<file path="src/rtl/notch_filter_sequencer.sv">
// Notch filter sequencer: paces ADC sample requests from a programmable tick, forwards each
// acknowledged sample to the filter with a one-cycle strobe, flushes the filter on a shift
// change, and reports when the filter output has settled.
module notch_filter_sequencer #(
  parameter int unsigned W         = 20,
  parameter int unsigned DIV_W     = 16,
  parameter int unsigned K_INIT    = 4,
  parameter int unsigned FLUSH_CYC = 2,
  parameter int unsigned SETTLE    = 8
) (
  input  logic                qzt_clk,
  input  logic                reset,
  input  logic                enable,
  input  logic [DIV_W-1:0]    div,
  input  logic [3:0]          k_req,
  input  logic                k_req_valid,
  output logic                adc_req,
  input  logic                adc_ack,
  input  logic signed [W-1:0] adc_data,
  output logic                filt_clk_in,
  output logic signed [W-1:0] filt_vin,
  output logic [3:0]          filt_k,
  output logic                filt_reset,
  output logic                out_valid,
  output logic                overrun
);

  localparam int unsigned FlushW  = (FLUSH_CYC > 1) ? $clog2(FLUSH_CYC) : 1;
  localparam int unsigned SettleW = $clog2(SETTLE + 1);
  localparam logic [FlushW-1:0]  FlushLast = FlushW'(FLUSH_CYC - 1);
  localparam logic [SettleW-1:0] SettleMax = SettleW'(SETTLE);
  localparam logic [DIV_W-1:0]   MinLim    = DIV_W'(3);

  typedef enum logic [1:0] {StFlush, StWaitTick, StReq, StStrobe} state_e;

  state_e              state_q, state_d;
  logic [FlushW-1:0]   flush_cnt_q, flush_cnt_d;
  logic [DIV_W-1:0]    tick_cnt_q, tick_cnt_d;
  logic [SettleW-1:0]  settle_q, settle_d;
  logic [3:0]          pend_k_q, pend_k_d;
  logic                pend_v_q, pend_v_d;
  logic signed [W-1:0] filt_vin_q, filt_vin_d;
  logic [3:0]          filt_k_q, filt_k_d;
  logic                out_valid_q, out_valid_d;
  logic                overrun_q, overrun_d;
  logic                enable_q;

  logic [DIV_W-1:0] tick_lim;
  logic             tick;
  logic             apply_k;
  logic             settle_clr;

  // Period is clamped so there are always at least four cycles between ticks.
  assign tick_lim = (div < MinLim) ? MinLim : div;
  assign tick     = enable && (tick_cnt_q == tick_lim);

  // Tick counter: free-runs 0..tick_lim while enabled, parked at zero otherwise.
  always_comb begin
    tick_cnt_d = '0;
    if (enable && (tick_cnt_q < tick_lim)) begin
      tick_cnt_d = tick_cnt_q + 1'b1;
    end
  end

  // Sequencer next state, k handling, settle tracking and overrun detection.
  always_comb begin
    state_d     = state_q;
    flush_cnt_d = flush_cnt_q;
    filt_vin_d  = filt_vin_q;
    filt_k_d    = filt_k_q;
    pend_k_d    = pend_k_q;
    pend_v_d    = pend_v_q;
    settle_d    = settle_q;
    overrun_d   = overrun_q;
    apply_k     = 1'b0;
    settle_clr  = enable_q && !enable;

    unique case (state_q)
      StFlush: begin
        if (flush_cnt_q == FlushLast) begin
          state_d = StWaitTick;
        end else begin
          flush_cnt_d = flush_cnt_q + 1'b1;
        end
      end
      StWaitTick: begin
        // A pending shift change beats a coincident tick.
        if (pend_v_q) begin
          apply_k     = 1'b1;
          state_d     = StFlush;
          flush_cnt_d = '0;
          filt_k_d    = pend_k_q;
        end else if (tick) begin
          state_d = StReq;
        end
      end
      StReq: begin
        if (adc_ack) begin
          state_d    = StStrobe;
          filt_vin_d = adc_data;
        end
      end
      StStrobe: state_d = StWaitTick;
      default:  state_d = StFlush;
    endcase

    if (tick && ((state_q != StWaitTick) || pend_v_q)) begin
      overrun_d = 1'b1;
    end

    // Newest request always overwrites; a same-cycle request survives the apply.
    if (k_req_valid) begin
      pend_v_d = 1'b1;
      pend_k_d = (k_req == 4'd0) ? 4'd1 : k_req;
    end else if (apply_k) begin
      pend_v_d = 1'b0;
    end

    if (apply_k || settle_clr) begin
      settle_d = '0;
    end else if ((state_q == StStrobe) && (settle_q != SettleMax)) begin
      settle_d = settle_q + 1'b1;
    end

    out_valid_d = !(apply_k || settle_clr) && (settle_q == SettleMax);
  end

  // State registers; reset aborts any handshake in flight and holds the filter in reset.
  always_ff @(posedge qzt_clk or negedge reset) begin
    if (!reset) begin
      state_q     <= StFlush;
      flush_cnt_q <= '0;
      tick_cnt_q  <= '0;
      settle_q    <= '0;
      pend_k_q    <= '0;
      pend_v_q    <= 1'b0;
      filt_vin_q  <= '0;
      filt_k_q    <= 4'(K_INIT);
      out_valid_q <= 1'b0;
      overrun_q   <= 1'b0;
      enable_q    <= 1'b0;
    end else begin
      state_q     <= state_d;
      flush_cnt_q <= flush_cnt_d;
      tick_cnt_q  <= tick_cnt_d;
      settle_q    <= settle_d;
      pend_k_q    <= pend_k_d;
      pend_v_q    <= pend_v_d;
      filt_vin_q  <= filt_vin_d;
      filt_k_q    <= filt_k_d;
      out_valid_q <= out_valid_d;
      overrun_q   <= overrun_d;
      enable_q    <= enable;
    end
  end

  assign adc_req     = (state_q == StReq);
  assign filt_clk_in = (state_q == StStrobe);
  assign filt_reset  = (state_q == StFlush);
  assign filt_vin    = filt_vin_q;
  assign filt_k      = filt_k_q;
  assign out_valid   = out_valid_q;
  assign overrun     = overrun_q;

endmodule

</file>
<file path="config.mk">
export PLATFORM = sky130hd
export DESIGN_NAME = notch_filter_sequencer
export DESIGN_NICKNAME = d
export VERILOG_FILES = /design/src/rtl/notch_filter_sequencer.sv
export SDC_FILE = /design/constraint.sdc
export NUM_CORES = 1
export LEC_CHECK = 0
export ABC_AREA = 1
export CORE_ASPECT_RATIO = 0.9
export CORE_MARGIN = 2
export CORE_UTILIZATION = 25
export DETAILED_ROUTE_END_ITERATION = 7
export PLACE_DENSITY_LB_ADDON = 0.1
export SYNTH_ARGS = -nofsm -noshare
export SYNTH_HDL_FRONTEND = slang
export SYNTH_SLANG_ARGS = --single-unit
</file>
<file path="constraint.sdc">
create_clock -name qzt_clk -period 1.4 [get_ports qzt_clk]
set_input_delay 0.14 -clock qzt_clk [delete_from_list [all_inputs] [get_ports qzt_clk]]
set_output_delay 0.14 -clock qzt_clk [all_outputs]
set_load 0.005 [all_outputs]
</file>
==> results.ini <==
[power_and_ir_drop]
p_leak_nw = 2.26
ir_drop_uv = 573
p_per_area_nw_per_um2 = 1200
finalPower_mw = 5.70

[die]
die_y_um = 107
io_pins = 74
dieWidth_um = 119
coreArea_um2 = 11500
start_util_pct = 25.7
num_rows = 37
die_area_um2 = 12800

[critical_path]
cp-end-kind = flop
r2r-start = tick_cnt_q[15]
rr_worst_depth = 8
startpoint_type = flop
crit_fanout = 8
r2r-end = tick_cnt_q[9]
crit_arrival_ns = 1.83
required_ns = 1.62
critPathKind = reg2reg
rrSetupSlack_ns = -0.21

[grt]
gr-total-overflow = 0
grt_pass1_vias = 2474
grt_pass1_wl_mm = 11.8
grt_max_degree = 56
antenna_found_initial = 0
grt_usage_pct = 11.6

[sta]
worst_pin_slew_ns = 0.323
maxSlewViolCount = 0
min_period_over_period_pct = 115
skew_ns = 0.00488
min_period_ns = 1.61
slew_headroom_pct = 78.5
fmax_mhz = 622
worst_slack_ns = -0.207
setup_violations = 18
hold_violations = 0
hold_ws_ns = 0.363
rsz0062_at_grt = true

[placement]
place_hpwl_mm = 5.29
gp_congestion = 0.781
numPortBuffers = 73

[run]
cap_viol_max_count = 0

[layout]
final_common_cell = dfrtp_1
drive_above_1_share_pct = 38.1
nets = 525
syn_to_final_growth_pct = 59.7
layout_common_cells = dfrtp_1 (54), clkdlybuf4s50_1 (52), nand2_1 (50), buf_4 (46), inv_1 (42)
diodes = 0

[detailed_routing]
first_iter_violations = 63
drc = 0
wire_per_inst_um = 12.0
drt_wl_total_mm = 7.37
ant_nets = 0
via_count = 2486
viasPerCell = 4.06
dr.pass1.iters = 4

[clock_network]
clk_latency_ns = 0.29
clk_path_buf_depth = 2
htreeDepth = 2
cts.clk_slew.worst_paths_ns = 0.07
cts_root_buf = clkbuf_16
cts_tree = built
cts_sinks = 55
numCtsBuffers = 5

[yosys]
yosys_warnings = 0
synth_cell_types = 28
postSynthAreaPerCell_um2 = 9.10
synthCells = 326
ys_seq_area_share_pct = 46.4
syn_nets = 394
ys_ff_latch = 55
netlist_area_um2 = 2970

[hold_path]
hold_path_class = in2async

[outcome]
status = finished with violations
violations = setup timing

==> cells by family after synthesis <==
family / synth area share, %
compound gates: 6.11
xor+xnor: 3.25
fa+ha+maj: 9.70
buf+inv: 7.42
flops: 46.4
mux: 7.59
simple gates: 19.5
==> report_power, final <==
part           switching [mW]  internal [mW]  total (mW)
clock network           0.545          0.700        1.25
logic                   0.903           1.35        2.25
registers               0.195           2.01        2.20
total                    1.64           4.06        5.70
==> metrics by stage <==
step	util, %	TNS (ns)	setup WS, ns	instances	area (µm²)
after detailed placement	36.3	-14.73	-0.784	588	4180
after global placement	36.3	-13.46	-0.716	588	4180
after global routing	41.1	-4.83	-0.290	613	4740
final	41.1	-3.26	-0.207	613	4740
after CTS	39.1	-4.37	-0.259	604	4510
after floorplan	-	-0.644	-0.0699	326	2990
==> final cells by class <==
cell class                 instances  area [µm²]
clock buffer                       6         139
clock inverter                     1        5.00
multi-input combinational        216        1700
tap                              156         195
fill                            1114        6790
sequential                        55        1380
inverter                          53         199
timing repair buffer             126        1130
==> repair_timing <==
action | CTS | global route
hold buffers | 1 | 0
resized for setup | 60 | 68
endpoints found under the hold margin | 54 | 0
setup buffers | 7 | 7
setup endpoints to repair | 46 | 46
cloned | 1 | 2
pin swaps | 38 | 28
==> routing by layer <==
| metal | track usage (%) | up-vias | wire, µm |
|---|---|---|---|
| met5 | 0 | - | 0 |
| li1 | - | 1290 | - |
| met3 | 2.54 | 5 | 224 |
| met4 | 3.57 | 0 | 76 |
| met2 | 18.2 | 28 | 3340 |
| met1 | 16.1 | 1163 | 3720 |
==> worst max path at each step <==
| stage | start | endpoint | slack, ns | depth (start not counted) |
|---|---|---|---|---|
| 2_1_floorplan | div[6] | tick_cnt_q[9] | -0.07 | 15 |
| 4_1_cts | tick_cnt_q[14] | tick_cnt_q[9] | -0.26 | 8 |
| 3_5_place_dp | div[9] | tick_cnt_q[13] | -0.78 | 15 |
| 6_report | tick_cnt_q[15] | tick_cnt_q[9] | -0.21 | 8 |
| 5_1_grt | tick_cnt_q[15] | tick_cnt_q[10] | -0.29 | 8 |
| 3_3_place_gp | div[6] | tick_cnt_q[13] | -0.72 | 15 |
==> synth_stat cells, drive strengths merged <==
| cell type | count | area [µm²] |
|---|---|---|
| o21ai | 14 | 70.1 |
| nand4 | 1 | 6.26 |
| nand2 | 70 | 280 |
| a31o | 1 | 8.76 |
| a21o | 2 | 15.0 |
| xor2 | 8 | 70.1 |
| o21bai | 3 | 22.5 |
| nor4 | 1 | 6.26 |
| nor2 | 41 | 196 |
| a21oi | 8 | 40.0 |
| mux2 | 20 | 225 |
| nand3 | 12 | 65.1 |
| nor3 | 5 | 25.0 |
| buf | 3 | 21.3 |
| a21boi | 2 | 18.8 |
| a31oi | 1 | 6.26 |
| inv | 53 | 199 |
| dfrtp | 54 | 1350 |
| dfstp | 1 | 26.3 |
| xnor2 | 3 | 26.3 |
| ha | 23 | 288 |
==> registers in the layout, summed over array words and instances (netlist names), 2 cells and up <==
name        flops
tick_cnt_q     16
pend_k_q        4
state_q         2
filt_k          4
settle_q        4
filt_vin       20
==> worst max-delay path, cell delays in order (launching register included) <==
cell	delay (ns)
dfrtp_1	0.43
ha_4	0.25
nand2_4	0.08
inv_2	0.04
nand2_1	0.05
nand4_1	0.16
nor2_4	0.29
nand2_8	0.14
nor2_1	0.10
No activity file was read; power rests on OpenSTA's default activity.
==> variant: new RTL, same settings <==
Re-encode `state_e` (4 states) as Gray code, 2 bits wide.
--- a/src/rtl/notch_filter_sequencer.sv
+++ b/src/rtl/notch_filter_sequencer.sv
@@ -31,7 +31,7 @@
   localparam logic [SettleW-1:0] SettleMax = SettleW'(SETTLE);
   localparam logic [DIV_W-1:0]   MinLim    = DIV_W'(3);
 
-  typedef enum logic [1:0] {StFlush, StWaitTick, StReq, StStrobe} state_e;
+  typedef enum logic [1:0] {StFlush = 2'b00, StWaitTick = 2'b01, StReq = 2'b11, StStrobe = 2'b10} state_e;
 
   state_e              state_q, state_d;
   logic [FlushW-1:0]   flush_cnt_q, flush_cnt_d;
Behaviour: same outputs for any inputs over 10 cycles, from zero or initial values and one cycle with reset low; not proved beyond that.
==> variant against the original RTL <==
- via count rose by 1.9%
- synthesized cell count did not move
- maximum frequency rose by 2.5%
- setup slack improved by 0.039 ns
- largest cell class unchanged
- global-route usage rose by 0.76 points
- synthesized area barely moved
- the flow still finishes with violations (negative setup slack)
- critical path depth did not move
- routed wire length rose by 3.2%
- non-clock buffer count rose by 6
- total power rose by 1.2%
- sequential cell count did not move
- design area rose by 0.95%
==> variant: results (changes against the original RTL) <==
- Largest stage delay on the critical path: 0.39 ns (-0.04 ns)
- Status: finished, violations left
- Leakage power: 0.00225 µW (-0.67%)
- Root Buffer: clkbuf_16
- Cells after DPL: 594 (+1.0%)
- Reg2Reg Depth: 8 (unchanged)
- First DRT Iteration DRCs: 80 (+27%)
- Seq. cell area: 0.00138 mm² (about the same)
- Setup-failing EPs final: 18 (unchanged)
- Worst VDD drop: 0.505 mV (-12%)
- Crit. Startpoint: tick_cnt_q[14]
- Netlist cell types: 29 (+3.6%)
- Pre-antenna DRT Iters: 4 (unchanged)
- Post-synth ARST share: 1.00 (unchanged)
- Share of post-route cells with drive strength above 1: 0.367 (-0.0141)
- Synthesized instance count: 326 (unchanged)
- Final #Nets: 524 (-0.19%)
- Worst setup margin: -0.168 ns (+0.0392 ns)
- Post-Synth Adder-Cell Area: 0.0801 (-0.0168)
- Fillers: 1213 (+8.9%)
- XOR/XNOR Fraction of Synth Area: 0.0295 (-0.00294)
- Setup TNS: -2.63 ns (+0.628 ns)
- Commonest cells post-synth: 68 x nand2_1, 54 x dfrtp_1, 47 x nor2_1
- Crit path max fanout: 8 (unchanged)
- Dpl ws: -0.783 ns (+0.000578 ns)
- Drt via density: 4.11 (+1.3%)
- Yosys top cell by area: dfrtp_1
- Total Routing Usage GR: 0.124 (+0.00758)
- Finished Layout Cells: 617 (+0.65%)
- Layout Skew: 0.00813 ns (+0.00325 ns)
- First-pass GRT wire length: 12500 µm (+6.6%)
- Routability cong.: 0.851 (+8.9%)
- Worst-path clk slew: 0.07 ns (about the same)
- ANT cells: 0 (unchanged)
- Largest net degree at the start of global routing: 56 (unchanged)
- Placed cell areas: 0.00425 mm² (+1.6%)
- Vias in the first global route: 2513 (+1.6%)
- CP max stage cell: dfrtp_1
- Mux cell area share after synthesis: 0.101 (+0.0253)
- Compound-gate portion of the synthesized area: 0.0565 (-0.00461)
- Number of flip-flops in the largest register: 20 (unchanged)
- Port bufs: 73 (unchanged)
- Worst hold path class: input port to asynchronous set/reset pin
- Post-DP HPWL: 5630 µm (+6.4%)
- Largest cells by area after synthesis: dfrtp_1 46%, mux2_4 10%, nand2_1 8.6%, ha_1 8.0%, nor2_1 5.9%
- Slew @ Worst Pin: 0.313 ns (-0.00948 ns)
- Syn nets: 390 (-1.0%)
- Critical Path Sink: tick_cnt_q[10]
- Sequential cell area fraction in the yosys report: 0.464 (about the same)
- Fin Hold WS: 0.364 ns (+0.00116 ns)
- Failing checks: negative setup slack
- Worst path top cell family by delay: simple AND/OR/NAND/NOR gates
- CP Data Arrival Time: 1.79 ns (-0.04 ns)
- CTS HTree Levels: 2 (unchanged)
- Drt wl/cell: 12.3 µm (+2.5%)
- Max Root-Sink Buffers: 2 (unchanged)
- CTS buffer count: 5 (unchanged)
## variant: per-layer routing
metal  track usage  routed length, µm  vias up
met3        0.0233                198        2
met2         0.193               3610       34
li1              -                  -     1307
met1         0.176               3730     1191
met5             0                  0        -
met4        0.0332                 56        0
## variant: final cells by class
type,count,area share
clock buffer,6,0.0290
timing repair buffer,132,0.245
sequential,55,0.288
multi-input combinational,220,0.357
tap,156,0.0408
inverter,46,0.0361
clock inverter,2,0.00340
## variant: repair_timing
action | in CTS | in global routing
endpoints found under the setup margin | 22 | 22
cloned | 1 | 0
pin swaps | 30 | 27
hold endpoints to repair | 54 | 0
resized for setup | 82 | 50
buffers inserted | 8 | 6
hold buffers | 1 | 0
## variant: cell families after synthesis
family / Yosys count
AOI/OAI and AO/OA: 29
xor gates and xnor gates: 10
adders and majority gates: 19
buffers and inverters: 51
DFF: 55
muxes: 20
and+or+nand+nor: 142
## variant: where the power goes
part	switching, µW	internal [µW]	leakage [µW]
registers	239	2020	0.000696
clock network	574	716	0.0000731
logic	787	1430	0.00148
